**config.mk**
```make
export PLATFORM = sky130hd
export DESIGN_NAME = cs_seq_ctrl
export DESIGN_NICKNAME = d
export VERILOG_FILES = /design/src/rtl/cs_seq_ctrl.sv
export SDC_FILE = /design/constraint.sdc
export NUM_CORES = 1
export LEC_CHECK = 0
export ABC_AREA = 1
export CORE_ASPECT_RATIO = 1.75
export CORE_MARGIN = 2
export CORE_UTILIZATION = 50
export CTS_CLUSTER_DIAMETER = 50
export DETAILED_ROUTE_END_ITERATION = 6
export PLACE_DENSITY_LB_ADDON = 0.3
export SLEW_MARGIN = 20
export SYNTH_ARGS = -nofsm -noshare
export SYNTH_HDL_FRONTEND = slang
export SYNTH_SLANG_ARGS = --single-unit
```
**constraint.sdc**
```tcl
create_clock -name clk -period 4.2 [get_ports clk]
set_input_delay 0.84 -clock clk [delete_from_list [all_inputs] [get_ports clk]]
set_output_delay 0.84 -clock clk [all_outputs]
set_load 0.005 [all_outputs]
```
**src/rtl/cs_seq_ctrl.sv**
```systemverilog
// rtl/cs_seq_ctrl.sv - windowed approximate-average sequencer (optional CS_RUNSUM_EN running-sum build)
// An accepted sample shifts into an N-deep window. The block sums the window, then
// finds the largest sample not exceeding the mean. It reports (sum + N*near) >> 3.
// Define CS_RUNSUM_EN to keep the sum incrementally on accept and skip the SUM pass.
module cs_seq_ctrl #(
  parameter int N = 9
) (
  input  logic       clk,
  input  logic       reset,
  input  logic       in_valid,
  output logic       in_ready,
  input  logic [7:0] X,
  output logic       out_valid,
  input  logic       out_ready,
  output logic [9:0] Y,
  output logic       busy
);

  // idx must also reach N, which marks the finalize cycle at the end of SCAN
  localparam int IW = $clog2(N + 1);
  localparam logic [IW-1:0] CNT_N = IW'(N);
  localparam logic [3:0]    NW    = 4'(N);
`ifndef CS_RUNSUM_EN
  localparam logic [IW-1:0] LAST  = IW'(N - 1);
`endif

  typedef enum logic [1:0] {S_IDLE, S_SUM, S_SCAN, S_OUT} state_t;

  state_t        r_state;
  logic [7:0]    r_win [N];
  logic [11:0]   r_sum;
  logic [7:0]    r_near;
  logic [IW-1:0] r_idx;
  logic [9:0]    r_y;
  logic          r_out_valid;
  logic          r_busy;
  logic          r_in_ready;

  logic          w_accept;
  logic [7:0]    w_cur;
  logic [11:0]   w_prod;
  logic [12:0]   w_res;

  assign w_accept = in_valid & r_in_ready;
  // During the finalize cycle idx equals N and no window entry is read
  assign w_cur    = (r_idx < CNT_N) ? r_win[r_idx] : 8'd0;
  assign w_prod   = {8'd0, NW} * {4'd0, w_cur};
  assign w_res    = {1'b0, r_sum} + ({9'd0, NW} * {5'd0, r_near});

  assign in_ready  = r_in_ready;
  assign out_valid = r_out_valid;
  assign Y         = r_y;
  assign busy      = r_busy;

  // Sequencer: window shift, sum pass, nearest-below-mean scan, result hand-off
  always_ff @(posedge clk) begin
    if (reset) begin
      r_state     <= S_IDLE;
      for (int i = 0; i < N; i++) r_win[i] <= 8'd0;
      r_sum       <= 12'd0;
      r_near      <= 8'd0;
      r_idx       <= '0;
      r_y         <= 10'd0;
      r_out_valid <= 1'b0;
      r_busy      <= 1'b0;
      r_in_ready  <= 1'b1;
    end else begin
      case (r_state)
        S_IDLE: begin
          if (w_accept) begin
            for (int i = N - 1; i > 0; i--) r_win[i] <= r_win[i-1];
            r_win[0]   <= X;
`ifdef CS_RUNSUM_EN
            // The window sum never drops below its oldest entry, so this cannot underflow
            r_sum      <= r_sum + {4'd0, X} - {4'd0, r_win[N-1]};
            r_near     <= 8'd0;
            r_state    <= S_SCAN;
`else
            r_sum      <= 12'd0;
            r_state    <= S_SUM;
`endif
            r_idx      <= '0;
            r_in_ready <= 1'b0;
            r_busy     <= 1'b1;
          end
        end
`ifndef CS_RUNSUM_EN
        S_SUM: begin
          r_sum <= r_sum + {4'd0, w_cur};
          if (r_idx == LAST) begin
            r_idx   <= '0;
            r_near  <= 8'd0;
            r_state <= S_SCAN;
          end else begin
            r_idx <= r_idx + IW'(1);
          end
        end
`endif
        S_SCAN: begin
          if (r_idx == CNT_N) begin
            r_y         <= w_res[12:3];
            r_idx       <= '0;
            r_out_valid <= 1'b1;
            r_state     <= S_OUT;
          end else begin
            if ((w_prod <= r_sum) && (w_cur > r_near)) r_near <= w_cur;
            r_idx <= r_idx + IW'(1);
          end
        end
        S_OUT: begin
          if (out_ready) begin
            r_out_valid <= 1'b0;
            r_busy      <= 1'b0;
            r_in_ready  <= 1'b1;
            r_state     <= S_IDLE;
          end
        end
        default: r_state <= S_IDLE;
      endcase
    end
  end

endmodule

```
==> impl_metrics.py, run 1 <==
metrics = {
    "sta": {
        "finClkSkew_ps": 13.6,
        "hold_viol_final": 0,
        "timing.hold.ws_ps": 469,
        "finalWorstSetupSlack_ps": 213,
        "fmax_ghz": 0.251,
        "relSlewSlack": 0.607,
        "worstMarginPinSlew_ps": 588,
        "min_period_ps": 3990,
        "post-route-period-util": 0.949,
        "slew_viol_final": 0,
        "finalSetupViolations": 0,
    },
    "power_and_ir_drop": {
        "leakagePower_uw": 0.00395,
        "p_total_uw": 5760,
        "power.density_mw_per_mm2": 667,
        "ir_drop_mv": 0.382,
    },
    "grt": {
        "grt.met3_usage": 0.0353,
        "met1_usage": 0.224,
        "busiest_layer": "met2",
        "grt_pass1_wl_um": 26600,
        "grt.met2_usage": 0.405,
        "antenna_found_initial": 0,
        "grt_pass1_vias": 5857,
        "grt_use_total": 0.221,
        "grt_max_degree": 42,
        "gr-total-overflow": 0,
    },
    "min_path": {
        "worstHoldPathType": "flip-flop to flip-flop",
        "worstHoldEndpoint": "busy",
        "hold_depth": 1,
        "hp-start": "busy",
    },
    "setup_path": {
        "cp.arrival_ps": 4330,
        "endpoint_kind": "flip-flop",
        "worstSetupStartpointType": "flip-flop",
        "worst_path_most_repeated_cell": "nand2_1",
        "r2r_setup_slack_ps": 210,
        "timing_worst_setup_path_type": "flip-flop to flip-flop",
        "cp_max_fo": 11,
        "cp_slowest_cell": "dfxtp_4",
        "cp_slowest_stage_delay_ps": 420,
        "critPathRequiredTime_ps": 4540,
        "ff2ff_path_depth": 29,
        "reg2reg_to": "r_near[5]",
    },
    "floorplan": {
        "ios": 25,
        "die_area_mm2": 0.0156,
        "core-area_mm2": 0.0143,
        "fp.dieW_um": 95.3,
        "die_h_um": 164,
        "start_util": 0.510,
        "rows": 58,
    },
    "placement": {
        "gp_congestion": 0.907,
        "io_buffers": 24,
        "placed_area_mm2": 0.00784,
        "placedCellCount": 1114,
        "preCtsSetupSlack_ps": 100,
        "hpwl_um": 11800,
    },
    "drt": {
        "viasPerCell": 5.13,
        "route.antenna.remaining_nets": 0,
        "wl_per_cell_um": 14.3,
        "wl_um": 16500,
        "num_vias": 5917,
        "drc": 0,
        "drtIter0Drc": 264,
        "drtPass1Iterations": 4,
    },
    "synthesis": {
        "yosys_warnings": 0,
        "syn_inst": 912,
        "synth-seq-area-share": 0.415,
        "synth_cell_types": 40,
        "synth_area_mm2": 0.00729,
        "ys_seq_elements": 115,
        "synth_enable_flop_cells": 72,
        "synth_ff_type": "edfxtp_1",
        "async_reset_ff_frac": 0,
        "avgSynthCellArea_um2": 7.99,
        "synth_nets": 1000,
    },
    "clock_tree": {
        "cts.sinks": 115,
        "root_buffer": "clkbuf_16",
        "cts_buffer_depth": 2,
        "cts_tree": "done",
        "h-tree-depth": 4,
        "cts_made_buffers": 17,
        "clock_latency_ps": 410,
        "cts.clk_slew.worst_paths_ps": 60,
        "cts_hold_buf": 0,
    },
    "finish": {
        "drive_above_1_share": 0.103,
        "final_cell_count_no_fill": 1153,
        "n_antenna_cell": 0,
        "area_growth_pct": 18.4,
        "post-route-cell-area_mm2": 0.00863,
        "fillers": 1211,
        "fin_nets": 1048,
    },
    "job": {
        "maxCapViolCount": 0,
    },
    "run_status": {
        "status": "complete, no violations",
    },
}
## area by class of cell
| cell class | count | area, um2 | share of cell area |
|---|---|---|---|
| Clock buffer | 17 | 425 | 0.0493 |
| Clock inverter | 15 | 191 | 0.0222 |
| Inverter | 187 | 708 | 0.0821 |
| Multi-Input combinational cell | 585 | 3480 | 0.403 |
| Sequential cell | 115 | 3030 | 0.352 |
| Tap cell | 180 | 225 | 0.0261 |
| Timing Repair Buffer | 54 | 567 | 0.0657 |
## worst max-delay path, delay by kind of cell (launching register included)
| family | cells | cell delay [ps] |
|---|---|---|
| compound gates | 5 | 680 |
| xor+xnor | 1 | 130 |
| fa+ha+maj | 3 | 920 |
| buf+inv | 5 | 520 |
| flops | 1 | 420 |
| simple gates | 15 | 1270 |
## worst max-delay path by stage
stage,from,end,slack [ps],cells past startpoint
2_1_floorplan,r_idx[0],r_near[1],390,27
3_3_place_gp,r_idx[0],r_near[7],150,27
3_5_place_dp,r_idx[0],r_near[7],100,27
4_1_cts,r_idx[0],r_near[0],20,27
5_1_grt,flip-flop,r_near[5],-80,29
6_report,flip-flop,r_near[5],210,29
## logic make-up after synthesis
| family | share of synthesized area |
|---|---|
| buf+inv | 0.118 |
| xor+xnor | 0.0132 |
| simple gates | 0.199 |
| flops | 0.415 |
| fa+ha+maj | 0.138 |
| compound gates | 0.117 |
## placed cells by master (no fill, tap or decap), types with 2 or more instances in the layout
cell type | synthesis | routed
a211oi_1 | 3 | 3
a21boi_0 | 2 | 2
a21o_1 | 4 | 4
a21oi_1 | 46 | 44
a21oi_2 | 3 | 5
buf_12 | 0 | 5
buf_4 | 5 | 22
bufinv_16 | 0 | 3
clkbuf_16 | 0 | 19
clkdlybuf4s50_1 | 0 | 24
clkinv_4 | 0 | 2
clkinvlp_4 | 0 | 3
dfxtp_1 | 43 | 39
dfxtp_2 | 0 | 2
dfxtp_4 | 0 | 2
edfxtp_1 | 72 | 72
fa_1 | 7 | 6
ha_1 | 69 | 65
ha_4 | 0 | 3
inv_1 | 182 | 181
inv_2 | 4 | 4
inv_6 | 0 | 6
nand2_1 | 163 | 159
nand2_2 | 3 | 6
nand3_1 | 40 | 40
nand3_2 | 3 | 3
nand4_1 | 7 | 7
nor2_1 | 129 | 128
nor3_1 | 5 | 5
o211ai_1 | 21 | 21
o21a_1 | 3 | 3
o21ai_0 | 31 | 30
o21ai_1 | 13 | 13
o21ai_2 | 3 | 4
o21bai_1 | 10 | 10
or2_2 | 2 | 2
xnor2_1 | 4 | 4
xor2_1 | 7 | 7
## power by group
| group | switching, uW | internal, uW |
|---|---|---|
| sequential | 145 | 1480 |
| clock | 575 | 949 |
| combinational | 1610 | 1010 |
## cells in the mapped netlist (3+ instances only)
cell / count / area [um2]
a21oi_1: 46 / 230
o21a_1: 3 / 22.5
inv_2: 4 / 15.0
buf_4: 5 / 37.5
clkbuf_1: 10 / 37.5
nand3_1: 40 / 200
a211oi_1: 3 / 22.5
edfxtp_1: 72 / 2160
o21ai_0: 31 / 155
a21o_1: 4 / 30.0
buf_6: 5 / 56.3
o21bai_1: 10 / 75.1
nor3_1: 5 / 25.0
ha_1: 69 / 863
nor2_1: 129 / 484
buf_2: 4 / 20.0
nand2_1: 163 / 612
fa_1: 7 / 140
nand4_1: 7 / 43.8
xor2_1: 7 / 61.3
dfxtp_1: 43 / 861
nand2_2: 3 / 18.8
a21oi_2: 3 / 26.3
inv_1: 182 / 683
o21ai_2: 3 / 26.3
xnor2_1: 4 / 35.0
o21ai_1: 13 / 65.1
nand3_2: 3 / 30.0
o211ai_1: 21 / 158
## flip-flops by register name (all words and copies together), names as in the netlist, named ones only
name       count
out_valid      1
r_state        2
in_ready       1
busy           1
r_near         8
r_idx          4
Y             10
r_sum         12
r_win         72
## stage by stage
step	setup TNS (ps)	utilization
floorplan	0	-
global placement	0	0.548
detailed placement	0	0.548
CTS	0	0.591
global route	-198	0.604
finish	0	0.604
## layer usage
metal | routed length [um] | part of all wire | up-vias
met3 | 371 | 0.022 | 52
met2 | 9190 | 0.56 | 84
met5 | 0 | 0 | -
li1 | - | - | 3024
met4 | 827 | 0.050 | 0
met1 | 6130 | 0.37 | 2757
## repair_timing
item / in CTS / in global routing
resized for setup: 0 / 21
setup endpoints to repair: 0 / 8
setup buffers: 0 / 5
endpoints found under the hold margin: 0 / 0
No activity file was read; power rests on OpenSTA's default activity.
==> run 2, diff against run 1 <==
--- a/config.mk
+++ b/config.mk
@@ -6,6 +6,7 @@
 export NUM_CORES = 1
 export LEC_CHECK = 0
 export ABC_AREA = 1
+export CAP_MARGIN = 20
 export CORE_ASPECT_RATIO = 1.75
 export CORE_MARGIN = 2
 export CORE_UTILIZATION = 50
==> results of run 2 <==
Final layout, timing and power as in run 1 (identical DEF).
==> run 3, diff against run 2 <==
--- a/config.mk
+++ b/config.mk
@@ -9,7 +9,7 @@
 export CAP_MARGIN = 20
 export CORE_ASPECT_RATIO = 1.75
 export CORE_MARGIN = 2
-export CORE_UTILIZATION = 50
+export CORE_UTILIZATION = 40
 export CTS_CLUSTER_DIAMETER = 50
 export DETAILED_ROUTE_END_ITERATION = 6
 export PLACE_DENSITY_LB_ADDON = 0.3
==> constraint.sdc (replaced) <==
create_clock -name clk -period 4.2 [get_ports clk]
set_input_delay 0.84 -clock clk [delete_from_list [all_inputs] [get_ports clk]]
set_output_delay 0.84 -clock clk [all_outputs]
set_load 0.01 [all_outputs]
==> impl_metrics.py, run 3 (synthesis results as in run 1) <==
metrics = {
    "drt": {
        "num_vias": 5873,
        "drc": 0,
        "wl_met3_um": 391,
        "wl_um": 16700,
        "met1_length_um": 6210,
        "top_layer_used": "met4",
        "viasPerCell": 4.88,
        "drtPass1Iterations": 4,
        "route.antenna.remaining_nets": 0,
        "wl_per_cell_um": 13.9,
        "drtIter0Drc": 192,
        "met2_length_um": 9280,
    },
    "clock_tree": {
        "clock_latency_ps": 420,
        "cts_buffer_depth": 2,
        "cts_made_buffers": 17,
        "cts_tree": "done",
        "root_buffer": "clkbuf_16",
        "cts.sinks": 115,
        "cts.clk_slew.worst_paths_ps": 60,
        "h-tree-depth": 4,
    },
    "finish": {
        "drive_above_1_share": 0.0949,
        "final_cell_count_no_fill": 1203,
        "area_growth_pct": 17.6,
        "largest-register": "r_win",
        "post-route-cell-area_mm2": 0.00857,
        "layout_common_cells": "181 x inv_1, 160 x nand2_1, 128 x nor2_1",
        "largest_reg_flops": 72,
        "n_antenna_cell": 0,
        "final_common_cell": "inv_1",
        "post-route-util": 0.477,
        "fin_nets": 1044,
    },
    "floorplan": {
        "die_area_mm2": 0.0194,
        "fp.dieW_um": 106,
        "start_util": 0.406,
        "die_h_um": 183,
        "ios": 25,
        "core-area_mm2": 0.0180,
        "rows": 65,
    },
    "setup_path": {
        "worstSetupStartpointType": "flip-flop",
        "cp.arrival_ps": 4130,
        "worst_path_most_repeated_cell": "nand2_1",
        "timing_worst_setup_path_type": "flip-flop to flip-flop",
        "endpoint_kind": "flip-flop",
        "cp_max_fo": 12,
        "cp_slowest_cell": "dfxtp_4",
        "cp_slowest_stage_delay_ps": 370,
        "critPathRequiredTime_ps": 4510,
    },
    "grt": {
        "grt_pass1_wl_um": 26500,
        "gr-total-overflow": 0,
        "grt_use_total": 0.175,
        "grt_max_degree": 73,
        "grt_pass1_vias": 5630,
        "antenna_found_initial": 0,
    },
    "placement": {
        "placedCellCount": 1167,
        "io_buffers": 24,
        "placed_area_mm2": 0.00789,
        "hpwl_um": 12200,
        "gp_congestion": 0.905,
    },
    "sta": {
        "post-route-period-util": 0.910,
        "worstMarginPinSlew_ps": 522,
        "finalSetupViolations": 0,
        "finClkSkew_ps": 8.26,
        "relSlewSlack": 0.652,
        "hold_viol_final": 0,
        "setup_tns_ps": 0,
        "slew_viol_final": 0,
        "fmax_ghz": 0.262,
        "min_period_ps": 3820,
        "rsz0062_at_grt": "no",
    },
    "power_and_ir_drop": {
        "ir_drop_mv": 0.391,
        "leakagePower_uw": 0.00390,
        "p_total_uw": 5540,
        "power.density_mw_per_mm2": 647,
    },
    "run_status": {
        "status": "complete, no violations",
    },
    "job": {
        "maxCapViolCount": 0,
    },
    "min_path": {
        "worstHoldPathType": "flip-flop to flip-flop",
    },
}
[run 3: cell types whose count changed in the layout (fill, tap and decap cells not counted), moves of 2 or more]
cell       delta
buf_4         -4
bufinv_16     -2
clkinv_2      +3
dfxtp_1       +2
inv_6         -4
[run 3: worst max-delay path: cells and delay by family, from the launching register on]
kind,cells,cell delay [ps]
simple gates,17,1500
fa+ha+maj,3,750
compound gates,5,740
flops,1,370
buf+inv,3,330
[run 3: per-stage QoR]
step	hold WS, ps	worst slack, ps
6_report	477	376
3_3_place_gp	456	159
5_1_grt	514	9.08
2_1_floorplan	463	386
4_1_cts	484	91.2
3_5_place_dp	472	101
[run 3: timing repair]
action                                  CTS  global route
resized for setup                         0            16
hold buffers                              0             0
endpoints found under the setup margin    0             8
setup buffers                             0             1
[run 3: worst paths after layout]
path	start	depth (start not counted)	end	slack (ps)
setup / recovery	flip-flop	28	r_near[7]	380
hold / removal	busy	1	busy	480
setup reg to reg	flip-flop	28	r_near[7]	380
hold reg to reg	busy	1	busy	480
[run 3: report_power, final]
part | internal (uW) | switching, uW | total [uW]
Clock | 816 | 560 | 1380
Combinational | 964 | 1590 | 2550
Sequential | 1480 | 139 | 1610
[run 3: layout make-up]
class,count,area (um2)
Clock inverter,15,135
Multi-Input combinational cell,586,3470
Inverter,187,704
Sequential cell,115,3030
Timing Repair Buffer,49,517
Tap cell,234,293
Fill cell,1753,9400
Clock buffer,17,425
[run 3: metal layers]
layer	vias up	global-route usage
met2	89	0.337
li1	3011	-
met3	46	0.0271
met4	0	0.112
met1	2727	0.169
met5	-	0
